==> src/rtl/winograd_pkg.sv <==
// Shared definitions for the Winograd F(2x2,3x3) input-tile transform.
//   TILE / TILE_ELEMS          : tile geometry (4x4, 16 elements, row-major)
//   DEFAULT_DATA_WIDTH / _FRAC : default element format (Q16.16)
//   SAT_WIDTH                  : width of the generic saturate() argument
//   saturate()                 : clamp a wide signed value to a narrower signed range
package winograd_pkg;

  localparam int TILE               = 4;
  localparam int TILE_ELEMS         = TILE * TILE;
  localparam int DEFAULT_DATA_WIDTH = 32;
  localparam int DEFAULT_FRAC_WIDTH = 16;

  // saturate() works on a fixed wide carrier so one function serves any
  // DATA_WIDTH; callers sign-extend in and truncate the clamped value out.
  localparam int SAT_WIDTH = 64;

  function automatic logic signed [SAT_WIDTH-1:0] saturate(
    input logic signed [SAT_WIDTH-1:0] value,
    input int unsigned                 width
  );
    logic signed [SAT_WIDTH-1:0] max_val;
    logic signed [SAT_WIDTH-1:0] min_val;
    max_val = (64'sd1 <<< (width - 1)) - 64'sd1;
    min_val = -max_val - 64'sd1;
    if (value > max_val) return max_val;
    if (value < min_val) return min_val;
    return value;
  endfunction

endpackage

==> src/rtl/winograd_1d_transform.sv <==
// 4-point Winograd B^T butterfly, purely combinational.
//   v : four signed inputs of IN_WIDTH bits
//   y : four signed outputs of IN_WIDTH+1 bits (wide enough that no sum overflows)
//       y0 = v0 - v2, y1 = v1 + v2, y2 = v2 - v1, y3 = v1 - v3
module winograd_1d_transform
  import winograd_pkg::*;
#(
  parameter int IN_WIDTH = DEFAULT_DATA_WIDTH
) (
  input  logic signed [IN_WIDTH-1:0] v [TILE],
  output logic signed [IN_WIDTH:0]   y [TILE]
);

  logic signed [IN_WIDTH:0] ext [TILE];

  for (genvar i = 0; i < TILE; i++) begin : g_ext
    // Sized cast of a signed operand sign-extends, so the sums below are exact.
    assign ext[i] = (IN_WIDTH + 1)'(v[i]);
  end

  assign y[0] = ext[0] - ext[2];
  assign y[1] = ext[1] + ext[2];
  assign y[2] = ext[2] - ext[1];
  assign y[3] = ext[1] - ext[3];

endmodule

==> src/rtl/winograd_4x4_data_transformation.sv <==
// Winograd F(2x2,3x3) input-tile transform: result = sat(B^T * data * B).
// Two registered stages: stage 1 applies B^T down each column (T = B^T*d),
// stage 2 applies B across each row (Y = T*B) and saturates to DATA_WIDTH.
//   clk       : rising-edge clock
//   rst       : asynchronous active-high reset, clears the whole pipeline
//   in_valid  : data carries a tile this cycle
//   data      : input tile, row-major (index = 4*row + col)
//   out_valid : result carries a freshly transformed tile (in_valid delayed by 2)
//   result    : transformed tile, row-major; holds the last tile when idle
module winograd_4x4_data_transformation
  import winograd_pkg::*;
#(
  parameter int DATA_WIDTH = DEFAULT_DATA_WIDTH,
  parameter int FRAC_WIDTH = DEFAULT_FRAC_WIDTH
) (
  input  logic                         clk,
  input  logic                         rst,
  input  logic                         in_valid,
  input  logic signed [DATA_WIDTH-1:0] data   [TILE_ELEMS],
  output logic                         out_valid,
  output logic signed [DATA_WIDTH-1:0] result [TILE_ELEMS]
);

  localparam int T_WIDTH = DATA_WIDTH + 1;
  localparam int Y_WIDTH = DATA_WIDTH + 2;

  // The binary point passes straight through (coefficients are +-1), so
  // FRAC_WIDTH only needs to describe a legal format.
  if (Y_WIDTH > SAT_WIDTH) begin : g_width_check
    $error("DATA_WIDTH too large for saturate() carrier");
  end
  if (FRAC_WIDTH < 0 || FRAC_WIDTH >= DATA_WIDTH) begin : g_frac_check
    $error("FRAC_WIDTH must lie in [0, DATA_WIDTH)");
  end

  // Stage 1 wiring, indexed [col][row].
  logic signed [DATA_WIDTH-1:0] col_in  [TILE][TILE];
  logic signed [T_WIDTH-1:0]    col_out [TILE][TILE];
  logic signed [T_WIDTH-1:0]    t_next  [TILE_ELEMS];
  logic signed [T_WIDTH-1:0]    t_reg   [TILE_ELEMS];
  logic                         stage1_valid;

  // Stage 2 wiring, indexed [row][col].
  logic signed [T_WIDTH-1:0]    row_in  [TILE][TILE];
  logic signed [Y_WIDTH-1:0]    row_out [TILE][TILE];
  logic signed [DATA_WIDTH-1:0] y_sat   [TILE_ELEMS];

  for (genvar c = 0; c < TILE; c++) begin : g_cols
    for (genvar r = 0; r < TILE; r++) begin : g_elems
      assign col_in[c][r]        = data[TILE*r + c];
      assign t_next[TILE*r + c]  = col_out[c][r];
    end
    winograd_1d_transform #(.IN_WIDTH(DATA_WIDTH)) u_col (
      .v (col_in[c]),
      .y (col_out[c])
    );
  end

  for (genvar r = 0; r < TILE; r++) begin : g_rows
    for (genvar c = 0; c < TILE; c++) begin : g_elems
      assign row_in[r][c] = t_reg[TILE*r + c];
      // Full-precision stage-2 sum is clamped here, never wrapped.
      assign y_sat[TILE*r + c] =
        DATA_WIDTH'(saturate(SAT_WIDTH'(row_out[r][c]), DATA_WIDTH));
    end
    winograd_1d_transform #(.IN_WIDTH(T_WIDTH)) u_row (
      .v (row_in[r]),
      .y (row_out[r])
    );
  end

  always_ff @(posedge clk or posedge rst) begin
    if (rst) begin
      // NOTE: these are pipeline registers, not a RAM, so every element is
      // reset; the outputs must read zero while rst is high.
      stage1_valid <= 1'b0;
      out_valid    <= 1'b0;
      for (int i = 0; i < TILE_ELEMS; i++) begin
        t_reg[i]  <= '0;
        result[i] <= '0;
      end
    end else begin
      // NOTE: non-blocking assignments let both stages read the values from
      // before this edge, which is what makes this a two-deep pipeline.
      stage1_valid <= in_valid;
      out_valid    <= stage1_valid;
      if (in_valid)     t_reg  <= t_next;
      if (stage1_valid) result <= y_sat;
    end
  end

endmodule

==> config.mk <==
export PLATFORM = sky130hd
export DESIGN_NAME = winograd_4x4_data_transformation
export DESIGN_NICKNAME = d
export VERILOG_FILES = /design/src/rtl/winograd_pkg.sv /design/src/rtl/winograd_1d_transform.sv /design/src/rtl/winograd_4x4_data_transformation.sv
export SDC_FILE = /design/constraint.sdc
export NUM_CORES = 2
export LEC_CHECK = 0
export CAP_MARGIN = 20
export CORE_UTILIZATION = 59
export CTS_CLUSTER_DIAMETER = 100
export DETAILED_ROUTE_END_ITERATION = 10
export GPL_TIMING_DRIVEN = 0
export MAX_ROUTING_LAYER = met4
export PLACE_DENSITY = 0.9
export SLEW_MARGIN = 10
export SYNTH_ARGS = -nofsm -noshare
export SYNTH_HDL_FRONTEND = slang
export SYNTH_SLANG_ARGS = --single-unit
==> constraint.sdc <==
create_clock -name clk -period 51.1 [get_ports clk]
set_input_delay 10.22 -clock clk [delete_from_list [all_inputs] [get_ports clk]]
set_output_delay 10.22 -clock clk [all_outputs]
set_load 0.01 [all_outputs]
==> impl_results.md <==
- Outcome: finished clean
- Synth Warn #: 0
- Core Rows: 144
- Netlist cell types: 101
- Number of synthesized register bits: 1038
- ANT nets after route: 0
- Layout Area Growth over Synthesis: 19.8%
- Unrepaired setup endpoints after global routing: no
- Global routing's busiest layer: met2
- Share of the clock period used by the worst path: 29.0%
- Maximum clock frequency: 67.5 MHz
- Skew final: 59.4 ps
- Vias in the first global route: 90400
- Logic pwr share: 58.8%
- Core Util, Final: 71.1%
- Starting Density: 59.4%
- Met3 Use GR: 22.0%
- Met1 Usage GRT: 65.7%
- Clk sinks: 1038
- Fin crit period: 14810 ps
- Worst-path cell chain: clkdlybuf4s50_1 > inv_1 > fa_1 > nor2b_1 > o21ai_0 > a21o_1 > a31oi_1 > nor3_1 > o21ai_0 > a211oi_1 > o41ai_1 > a21oi_1 > o21bai_1 > xnor2_1 > mux2i_1
- Final number of setup-violating endpoints: 0
- Footprint of the multi-input gates: 58800 µm²
- Setup Fix Bufs, Post-CTS: 0
- Bufs on Longest Clock Path: 3
- CTS H-Tree Depth: 3
- Dominant cell type by area after synthesis: dfrtp_1
- CORE AREA: 154000 µm²
- Leak Pwr: 50.8 nW
- Top FF cell, synth: dfrtp_1
- Mapped Area: 91500 µm²
- Worst Max-Slew Pin Slew: 1310 ps
- Latest clock arrival within the worst-skew pair: 800 ps
- Worst Path Required: 51720 ps
- Syn avg cell area: 8.26 µm²
- Register share of total power: 25.3%
- Antenna violations before repair: 105
- Num CTS Buffers: 115
- Setup TNS: 0 ps
- Pint: 3.04 mW
- Mapped Nets: 12700
- Crit end category: register
- DRT iter0 DRCs: 13800
- Crit-path slowest cell: clkdlybuf4s50_1
- Post-Synthesis Cells: 11100
- Slew Limit Fails: 0
- Hold-fix buffers, CTS: 0
- Routed WL per cell: 31.2 µm
- Worst-path fanout max: 4
- Synth area leaders: dfrtp_1 28%, ha_1 14%, xnor2_1 6.1%
- Top cell type's share of synthesized area: 28.4%
- Die area: 157000 µm²
- # DRC: 0
- Max-Cap Viols: 0
- PwrDens: 52.8 nW/µm²
- DRT Pass-1 Iters: 10
- First-pass GRT wire length: 630000 µm
- Total power: 5.79 mW
- Crit-path max cell delay: 900 ps
- Root Driver: clkbuf_16
- TritonCTS clock tree: done
- Routability cong.: 1.18
- Place WS: 35930 ps
- DP HPWL: 374000 µm
- Vias per std cell: 6.70
- Largest net degree at the start of global routing: 114
- Io pins: 1028
- Die Ht: 396 µm
- Nets: 13800
- Worst EP arrival: 15430 ps
- Ys async rst share: 100%
- Total GRT Usage: 57.5%
- Sw Ratio: 47.4%
- Reg2reg setup slack: 45020 ps
- Sequential area share after synthesis: 28.4%
- DR vias: 97200
- Port Buffers: 1027
- Switching Power: 2.74 mW
- Maximum vdd drop: 0.0484 mV
- WL final: 453000 µm
- Filler cells: 12000
- Layout cells sized above 1: 4.79%
- Top cell by count, worst path: o21ai_0
- Total gr overflow: 0
- Most frequent cell after synthesis: inv_1
- Crit path kind: primary input to register
- Die Wd: 396 µm
- Register area: 26000 µm²
- Post-CTS Resized: 0
- Worst Setup Start Kind: primary input
- EDFF count, synth: 0
- Min-delay worst type: register to register
- Final Hold Fails: 0
- Reg clk slew, reported paths: 60 ps
- Slew HR: 12.5%
- GR Util met2: 77.1%
- Setup ws final: 36290 ps
- Synth top cells by count: 1264 x inv_1, 1053 x a21oi_1, 1038 x dfrtp_1
- Power share of the clock group: 15.9%
## power groups by stage
stage	clock network, mW	logic [mW]	registers, mW
after floorplan	0	1.96	1.36
after global routing	0.941	3.59	1.45
after CTS	0.911	3.28	1.43
after global placement	0	3.15	1.43
after detailed placement	0	3.24	1.43
final	0.922	3.40	1.46
## path summary, 6_finish.rpt
check,startpoint,to,cells after the start
worst max-delay path,data[193],row_in[228]$_DFFE_PP0P_,15
worst min register to register,stage1_valid$_DFF_PP0_,out_valid$_DFF_PP0_,0
worst max register to register,row_in[297]$_DFFE_PP0P_,result[190]$_DFFE_PP0P_,17
worst min-delay path,stage1_valid$_DFF_PP0_,out_valid$_DFF_PP0_,0
max in group asynchronous,rst,result[438]$_DFFE_PP0P_,7
min in group asynchronous,rst,result[136]$_DFFE_PP0P_,2
## state kept, by name (all words and copies together) (netlist names)
name,cells
out_valid,1
row_in,524
result,512
stage1_valid,1
## worst max-delay path, delay by kind of cell
family | cells | cell delay [ps]
fa+ha+maj | 1 | 580
mux | 1 | 120
buf+inv | 2 | 1380
compound gates | 8 | 2620
simple gates | 2 | 290
xor+xnor | 1 | 210
## cells in the final DEF, fill, tap and decap left out, types with 87 or more instances in the layout
cell type           n
nor2_1            980
xor2_1            202
nand2_1           604
a21oi_1          1053
a221o_1           180
xnor2_1           632
o21bai_1          178
clkdlybuf4s50_1  1027
clkbuf_16         116
o21ai_0           639
nor3_1            188
mux2_2             87
nand3_1           159
ha_1             1036
a21o_1            378
nor2b_1           144
a31oi_1            99
diode_2           114
nand2b_1          146
dfrtp_1          1038
a211oi_1          103
or3_1              89
clkbuf_1          344
o21a_1            130
inv_1            1263
## metal layers
| layer | share of wire (%) | vias up | wire length [µm] |
|---|---|---|---|
| met2 | 39 | 7446 | 176000 |
| met1 | 34 | 46100 | 155000 |
| li1 | - | 41500 | - |
| met5 | 0 | - | 0 |
| met4 | 12 | 0 | 53900 |
| met3 | 15 | 2159 | 68800 |
## cell families (layout without fill, tap and decap cells)
family                   Yosys count  in the layout  share of synthesized area [%]
AO/OA/AOI/OAI                   3563           3563                           25.9
multiplexers                     172            172                           2.00
XOR/XNOR                         835            835                           8.00
adder cells (fa/ha/maj)         1068           1068                           14.9
other                              0            114                              0
AND/OR/NAND/NOR                 2648           2648                           13.5
buffers and inverters           1743           3024                           7.36
flip-flops                      1038           1038                           28.4
## final cells by class
cell class	count	area share (%)
antenna	114	0.260
buffer	474	1.85
clock buffer	147	2.93
clock inverter	67	0.793
inverter	1269	4.36
multi-input combinational	8286	53.6
sequential	1038	23.7
tap	2044	2.33
timing repair buffer	1067	10.1
## metrics by stage
stage	cells	area, µm²	hold WS (ps)
after floorplan	11100	91500	372
after global placement	14100	104000	425
after detailed placement	14200	105000	426
after CTS	14400	109000	441
after global routing	14500	109000	442
final	14500	110000	446
No activity file was read; power rests on OpenSTA's default activity.
